==> src/rtl/sm_muldiv.sv <==
// Radix-2 iterative multiply/divide unit with architectural HI/LO registers.
// Define SM_MULDIV_SIGNED_EN to enable signed MULT/DIV (op[1]=1); otherwise op[1] is ignored.
module sm_muldiv #(
    parameter int unsigned WIDTH = 32,
    parameter int unsigned CNT_W = $clog2(WIDTH + 1)
) (
    input  logic             clk,
    input  logic             rst_n,
    input  logic             start,
    input  logic [1:0]       op,
    input  logic [WIDTH-1:0] srcA,
    input  logic [WIDTH-1:0] srcB,
    input  logic             hiWe,
    input  logic             loWe,
    input  logic [WIDTH-1:0] wd,
    output logic [WIDTH-1:0] hi,
    output logic [WIDTH-1:0] lo,
    output logic             busy,
    output logic             done,
    output logic             divZero
);

    typedef enum logic [1:0] {IDLE, CALC, FIN} state_t;

    localparam logic [WIDTH-1:0]   ZERO  = '0;
    localparam logic [2*WIDTH-1:0] ZERO2 = '0;
    localparam logic [CNT_W-1:0]   LAST  = CNT_W'(WIDTH - 1);
    localparam logic [CNT_W-1:0]   ONE   = CNT_W'(1);

    state_t           state_q;
    logic [CNT_W-1:0] cnt_q;
    logic             div_q;
    logic             neg_res_q;
    logic             neg_rem_q;
    logic [WIDTH-1:0] w_q;      // multiply accumulator / divide remainder
    logic [WIDTH-1:0] x_q;      // multiplier / dividend shifting into quotient
    logic [WIDTH-1:0] b_q;      // multiplicand / divisor magnitude
    logic [WIDTH-1:0] hi_q, lo_q;
    logic             busy_q, done_q, dz_q;

    logic             sa, sb;
    logic [WIDTH-1:0] a_mag, b_mag;

`ifdef SM_MULDIV_SIGNED_EN
    always_comb begin
        sa    = op[1] & srcA[WIDTH-1];
        sb    = op[1] & srcB[WIDTH-1];
        a_mag = sa ? (ZERO - srcA) : srcA;
        b_mag = sb ? (ZERO - srcB) : srcB;
    end
`else
    logic unused_op1;
    assign unused_op1 = op[1];
    always_comb begin
        sa    = 1'b0;
        sb    = 1'b0;
        a_mag = srcA;
        b_mag = srcB;
    end
`endif

    logic [WIDTH:0]   msum;
    logic [WIDTH:0]   dshift;
    logic             dge;
    logic [WIDTH-1:0] w_d, x_d;

    // The WIDTH+1 bit shifted remainder always differs from the divisor by
    // less than 2^WIDTH when dge is set, so a WIDTH-bit subtract suffices.
    always_comb begin
        msum   = {1'b0, w_q} + {1'b0, (x_q[0] ? b_q : ZERO)};
        dshift = {w_q, x_q[WIDTH-1]};
        dge    = (dshift >= {1'b0, b_q});
        if (div_q) begin
            w_d = dge ? (dshift[WIDTH-1:0] - b_q) : dshift[WIDTH-1:0];
            x_d = {x_q[WIDTH-2:0], dge};
        end else begin
            w_d = msum[WIDTH:1];
            x_d = {msum[0], x_q[WIDTH-1:1]};
        end
    end

    logic [2*WIDTH-1:0] prod;
    logic [WIDTH-1:0]   fin_hi, fin_lo;

    always_comb begin
        prod = neg_res_q ? (ZERO2 - {w_q, x_q}) : {w_q, x_q};
        if (div_q) begin
            fin_lo = neg_res_q ? (ZERO - x_q) : x_q;
            fin_hi = neg_rem_q ? (ZERO - w_q) : w_q;
        end else begin
            fin_lo = prod[WIDTH-1:0];
            fin_hi = prod[2*WIDTH-1:WIDTH];
        end
    end

    always_ff @(posedge clk or negedge rst_n) begin
        if (!rst_n) begin
            state_q   <= IDLE;
            cnt_q     <= '0;
            div_q     <= 1'b0;
            neg_res_q <= 1'b0;
            neg_rem_q <= 1'b0;
            w_q       <= '0;
            x_q       <= '0;
            b_q       <= '0;
            hi_q      <= '0;
            lo_q      <= '0;
            busy_q    <= 1'b0;
            done_q    <= 1'b0;
            dz_q      <= 1'b0;
        end else begin
            case (state_q)
                IDLE: begin
                    done_q <= 1'b0;
                    if (hiWe) hi_q <= wd;
                    if (loWe) lo_q <= wd;
                    if (start) begin
                        div_q     <= op[0];
                        neg_res_q <= sa ^ sb;
                        neg_rem_q <= sa;
                        w_q       <= '0;
                        x_q       <= a_mag;
                        b_q       <= b_mag;
                        cnt_q     <= '0;
                        busy_q    <= 1'b1;
                        state_q   <= CALC;
                    end
                end
                CALC: begin
                    w_q   <= w_d;
                    x_q   <= x_d;
                    cnt_q <= cnt_q + ONE;
                    if (cnt_q == LAST) state_q <= FIN;
                end
                FIN: begin
                    hi_q   <= fin_hi;
                    lo_q   <= fin_lo;
                    if (div_q) dz_q <= (b_q == ZERO);
                    busy_q  <= 1'b0;
                    done_q  <= 1'b1;
                    state_q <= IDLE;
                end
                default: state_q <= IDLE;
            endcase
        end
    end

    assign hi      = hi_q;
    assign lo      = lo_q;
    assign busy    = busy_q;
    assign done    = done_q;
    assign divZero = dz_q;

endmodule
==> config.mk <==
export PLATFORM = sky130hd
export DESIGN_NAME = sm_muldiv
export DESIGN_NICKNAME = d
export VERILOG_FILES = /design/src/rtl/sm_muldiv.sv
export SDC_FILE = /design/constraint.sdc
export NUM_CORES = 1
export LEC_CHECK = 0
export BUFFER_PORTS_ARGS = -buffer_cell sky130_fd_sc_hd__buf_2
export CELL_PAD_IN_SITES_DETAIL_PLACEMENT = 0
export CELL_PAD_IN_SITES_GLOBAL_PLACEMENT = 1
export CORE_ASPECT_RATIO = 1.75
export CORE_MARGIN = 4
export CORE_UTILIZATION = 40
export CTS_BUF_LIST = sky130_fd_sc_hd__clkbuf_4 sky130_fd_sc_hd__clkbuf_8
export CTS_CLUSTER_SIZE = 8
export DETAILED_ROUTE_END_ITERATION = 16
export PLACE_DENSITY = 0.8
export RECOVER_POWER = 100
export SLEW_MARGIN = 20
export SYNTH_ARGS = -nofsm -noshare
export SYNTH_HDL_FRONTEND = slang
export SYNTH_SLANG_ARGS = --single-unit
==> constraint.sdc <==
create_clock -name clk -period 3.5 [get_ports clk]
set_clock_uncertainty 0.15 [all_clocks]
set_input_delay 0.35 -clock clk [delete_from_list [all_inputs] [get_ports clk]]
set_output_delay 0.35 -clock clk [all_outputs]
set_load 0.05 [all_outputs]
* Word-level counts from Yosys, hierarchy flattened
Index checks and enable logic that the tools add are counted.
Operators by class: $add $sub $neg 3, order comparisons 1, eq/ne operators 7, mux-type cells 20, reductions and logical operators 11
Operator list (number):
- $mux W32 | 8
- $pmux W32 S2 | 4
- $add A32 B32 Y33 | 1
- $ge A33 B32 Y1 | 1
- $logic_not A32 Y1 | 1
- $sub A32 B32 Y32 | 1
- $reduce_and A2 Y1 | 7
- $pmux W6 S2 | 1
- $ne A2 B2 Y1 const B | 4
- $add A6 B1 Y6 const B | 1
- $eq A6 B5 Y1 const B | 1
- $mux W6 | 1
- $mux W2 | 2
- $pmux W1 S2 | 2
- $pmux W2 S2 | 1
- $reduce_bool A2 Y1 | 2
- $eq A2 B1 Y1 const B | 1
- $eq A2 B2 Y1 const B | 1
- $logic_not A2 Y1 | 1
- $mux W1 | 1
Word-level totals: bits in registers 172, bits of input ports 103, output and inout port bits 67

* Depth between registers and ports, before layout
depth in word-level cells 4, gate-level depth with buffers 15, depth with buffers taken out 14

* Worst setup path after synthesis
No wires, ideal clock.
path type reg2reg, from reg x_q[0], to reg w_q[29], data arrival time 2.752 ns, setup slack 0.459 ns, stages on the path, launching flop included 13, path buffers 1, cells stage by stage dfrtp_1 clkbuf_1 and2_1 ha_1 a21oi_1 o22ai_1 or4_1 o21a_1 a21oi_2 o21ai_1 a221oi_2 xor2_1 o211ai_1
On the way: cells in the longest elaborated chain, start to end 4
Ends and longest elaborated chain:
- start: declaration | line 36 | logic [WIDTH-1:0] x_q;
- start signal: assignment | line 122 | x_q <= a_mag;
- $mux W32 | line 70 | msum = {1'b0, w_q} + {1'b0, (x_q[0] ? b_q : ZERO)};
- $add A32 B32 Y33 | line 70
- $mux W32 | line 73 | if (div_q) begin
- $pmux W32 S2 | line 112 | case (state_q)
- end signal: assignment | line 130 | w_q <= w_d;
- end: declaration | line 35 | logic [WIDTH-1:0] w_q;
Every way passes these cells. A chain may end at the register's enable or synchronous reset.

* Worst setup path after layout
Same ends and word-level chain as after synthesis.

==> summary.md <==
The run finished, with violations left. The final reports fail on capacitance limit, slew limit. The clock slew at the register clock pins of the worst setup and hold paths came out at 0.09 ns. The number of nets in the synthesized netlist is 1,570.

For the pin with the worst max-slew slack, the measured transition is 2.01 ns. Ranked by total cell area, the synthesized netlist is headed by sky130_fd_sc_hd__dfrtp_1 (37%), sky130_fd_sc_hd__nand2_1 (7.5%), sky130_fd_sc_hd__ha_1 (7.1%), sky130_fd_sc_hd__o21ai_0 (6.4%), sky130_fd_sc_hd__a21oi_1 (6.0%). The logs give 2,892 for the filler cell count and 169 for the count of pins over their slew limit. For the cell count after placement, the log shows 1,930. The mux cell area share after synthesis is 1.51%, and the final-report hold violation count is 0. The region available for standard cell placement spans 28,500 sq um. After detailed routing, the number of remaining DRC violations is 0.

VDD sags by at most 0.417 mV. The buffer and inverter count on the worst path works out to 1. By count the netlist is led by sky130_fd_sc_hd__nand2_1 (229), sky130_fd_sc_hd__dfrtp_1 (172), sky130_fd_sc_hd__o21ai_0 (148), sky130_fd_sc_hd__a21oi_1 (138), sky130_fd_sc_hd__nor2b_1 (67). The share of the synthesized area in compound gates (AO/OA/AOI/OAI) was 26.1%.

In this run the deepest clock path goes through 2 buffers. The total overflow left after global routing is 0. Traced cell by cell, the critical path runs through buf_12, and2_0, ha_1, nand3_1, o22ai_1, or4_1, o21a_1, a21oi_4, o21ai_2, a221oi_2, xor2_1, o211ai_1.

Entering global routing, the biggest net connects 97 pins. The total of buffers placed on input and output ports is 168. For this block, the routed nets add up to 36,900 um of wire. Of the post-synthesis cell area, the dominant cell type holds 37.3%. The cell sitting at the root of the clock tree is a sky130_fd_sc_hd__clkbuf_8. Once layout is complete, the cells apart from fillers number 2,031. The share of synthesized cell area in and, or, nand and nor gates was 19.1%; the detailed-routing iteration count for the pre-antenna-repair pass was 5. The multi-input combinational cells in the finished layout cover a total of 6770 sq um.

The mapped netlist covers 11,500 sq um. The worst pin sits at a relative slew slack of -33.7%. Data on the critical path arrives at its endpoint at 3.59 ns.

The wire length per cell is 18.1 um. The number of standard cells after synthesis came out at 1,400. The total placed instance area was 13,100 sq um. The run gives 11,100 as the number of vias after detailed routing.

The tools report the kind of end point of the critical path as a flop. The synthesized netlist contains 69 unique library cells. In this run the vertical extent of the chip is 233 um. The synthesized design contains 0 enable-type register cells. In this run the worst hold path is classified as in -> reg.

On the worst path, the slowest cell contributes a delay of 0.51 ns. The tree built by TritonCTS fans out to 172 sinks. The row count was 82; the share of async-settable or async-resettable flops after synthesis was 100%. The slowest cell on the critical path was sky130_fd_sc_hd__or4_1. The starting utilization of the core area was 40.4%; the XOR/XNOR share of the synthesized area was 3.95%.

The dominant cell by count in the synthesized netlist is sky130_fd_sc_hd__nand2_1. Yosys printed 0 warnings. Of the available clock period, the critical path in the final layout requires 96.5%.

TritonCTS built the clock tree. Sequential elements use 37.3% of the synthesized area. Clock latency on the worst-skew pair, taken at its later pin, is 0.50 ns. The largest total area in the synthesized netlist belongs to sky130_fd_sc_hd__dfrtp_1. The prevailing post-synth register cell is sky130_fd_sc_hd__dfrtp_1. The die covers 31,700 sq um.

For the area occupied by registers, the log shows 4310 sq um. The kind of cell with the highest combined delay along the critical path is compound AO/OA/AOI/OAI gates. Final-report setup violation count: 0. The adder-cell share of the synthesized area was 7.40%; the final standard cell area without fillers was 14,100 sq um. The power density normalized to cell area was 1030 nW/um^2. Clock tree synthesis inserted a total of 17 buffers.

The detailed router finished its first iteration with 835 violations. Counting flops and latches in the post-synthesis netlist gives 172. The post-route netlist has 13.8% of its cells at a drive strength greater than 1. The logs give 27,400 um for the estimated wirelength of the detail-placed design and 2 for the max-cap violation count.

Subtracting the final worst setup slack from the clock period gives 3.38 ns. The run gives 11,000 as the via count of the first global-routing pass. At the worst endpoint, the required time is 3.72 ns. Routability-driven placement finished with a final weighted congestion of 0.871. The tools report the number of nets at the end of the flow as 1,810. For the maximum level of the CTS H-tree, the log shows 4.

Relative to the synthesized area, the layout overhead comes to 22.7%. The average instance area after synthesis came out at 8.23 sq um. By area, the combinational part of the netlist is dominated by compound AO/OA/AOI/OAI gates. Type of origin of the critical path: a flop.

For this run, the total global-route usage over all layers was measured as 23.5%. The routed via count divided by cell count came out at 5.46. Type of the setup path with the least slack: reg -> reg. The count of nets left with antenna violations once routing finished came out at 0.

The global-route wire length before repair was 58,700 um; the static leakage was 6.42 nW. The maximum fanout encountered on the critical timing path is 14. The run gives 1 as the number of antenna violations at the first check in global routing.

The horizontal die dimension was 136 um; the count of pins on the block boundary was 170. Based on the critical path, the design can be clocked at up to 0.296 GHz.
==> where the power goes <==
group / switching, mW / internal [mW] / total, mW
combinational: 5.47 / 3.77 / 9.24
sequential: 0.868 / 2.76 / 3.62
clock: 0.779 / 0.911 / 1.69
total: 7.12 / 7.44 / 14.6
==> cell usage in the layout, fill, tap and decap left out, types with 14 or more instances in the layout <==
cell type and instances:
sky130_fd_sc_hd__nand2_1 229, sky130_fd_sc_hd__dfrtp_1 171, sky130_fd_sc_hd__o21ai_0 148, sky130_fd_sc_hd__a21oi_1 138, sky130_fd_sc_hd__buf_2 100, sky130_fd_sc_hd__clkbuf_1 71, sky130_fd_sc_hd__nor2b_1 67, sky130_fd_sc_hd__dlygate4sd3_1 67
sky130_fd_sc_hd__ha_1 64, sky130_fd_sc_hd__nor2_1 58, sky130_fd_sc_hd__buf_4 53, sky130_fd_sc_hd__inv_1 49, sky130_fd_sc_hd__a211oi_1 37, sky130_fd_sc_hd__xnor2_1 36, sky130_fd_sc_hd__a21o_1 35, sky130_fd_sc_hd__and2_1 34
sky130_fd_sc_hd__a31oi_1 34, sky130_fd_sc_hd__clkbuf_8 20, sky130_fd_sc_hd__nand4_1 16, sky130_fd_sc_hd__xor2_1 16, sky130_fd_sc_hd__nand3_1 15, sky130_fd_sc_hd__nor3_1 14, sky130_fd_sc_hd__mux2i_1 14, sky130_fd_sc_hd__a22oi_1 14
==> registers in the layout, summed over array words and instances (netlist names) <==
name / count
hi: 32
x_q: 32
cnt_q: 6
div_q: 1
w_q: 32
b_q: 32
done: 1
divZero: 1
state_q: 2
busy: 1
lo: 32
==> final cells by class <==
cell class	count	share of cell area, %
multi-input combinational	1097	47.9
sequential	172	30.4
timing repair buffer	303	13.7
tap	378	3.34
clock buffer	21	2.00
clock inverter	10	1.33
inverter	49	1.30
antenna	1	0.0177
==> metal layers <==
layer	vias up	GRT usage [%]	part of all wire, %
met5	-	0	0
met4	0	8.23	2.9
met3	54	2.75	3.7
met2	287	41.3	51
met1	5301	29.5	42
li1	5450	-	-
==> worst paths after layout <==
check	startpoint	cells after the start	to	slack, ns
setup reg to reg	x_q[0]	12	w_q[29]	0.12
min in group asynchronous	rst_n	2	b_q[7]	0.75
hold / removal	wd[20]	4	hi[20]	0.14
max in group asynchronous	rst_n	3	lo[15]	0.73
hold reg to reg	hi[16]	2	hi[16]	0.33
setup / recovery	x_q[0]	12	w_q[29]	0.12
==> per-stage QoR <==
stage	setup WS, ns	total power [mW]	util [%]	setup TNS (ns)	hold WS (ns)
3_5_place_dp	0.0524	12.7	45.8	0	0.263
6_report	0.124	14.6	49.6	0	0.138
2_1_floorplan	0.459	10.0	-	0	-0.0956
4_1_cts	0.0169	14.5	49.8	0	0.107
3_3_place_gp	0.0942	12.6	45.8	0	0.266
5_1_grt	-0.0152	15.7	49.6	-0.0152	0.139
==> logic make-up (layout without fill, tap and decap cells) <==
group | Yosys count | in the layout
other cells | 0 | 1
buf+inv | 131 | 383
compound gates | 490 | 490
fa+ha+maj | 67 | 67
xor+xnor | 52 | 52
flops | 172 | 172
simple gates | 471 | 471
mux | 17 | 17
==> worst register-to-register path, cell delays in order, from the launching register on <==
cell                       delay, ns
sky130_fd_sc_hd__dfrtp_1        0.44
sky130_fd_sc_hd__buf_12         0.17
sky130_fd_sc_hd__and2_0         0.14
sky130_fd_sc_hd__ha_1           0.32
sky130_fd_sc_hd__nand3_1        0.15
sky130_fd_sc_hd__o22ai_1        0.15
sky130_fd_sc_hd__or4_1          0.51
sky130_fd_sc_hd__o21a_1         0.24
sky130_fd_sc_hd__a21oi_4        0.23
sky130_fd_sc_hd__o21ai_2        0.11
sky130_fd_sc_hd__a221oi_2       0.25
sky130_fd_sc_hd__xor2_1         0.25
sky130_fd_sc_hd__o211ai_1       0.12
==> repair_timing <==
action / 4_1_cts / 5_1_grt
gates resized for setup: 0 / 12
setup endpoints to repair: 0 / 15
hold buffers: 67 / 0
buffers inserted: 0 / 2
hold endpoints to repair: 133 / 0
No activity file was read; power rests on OpenSTA's default activity.
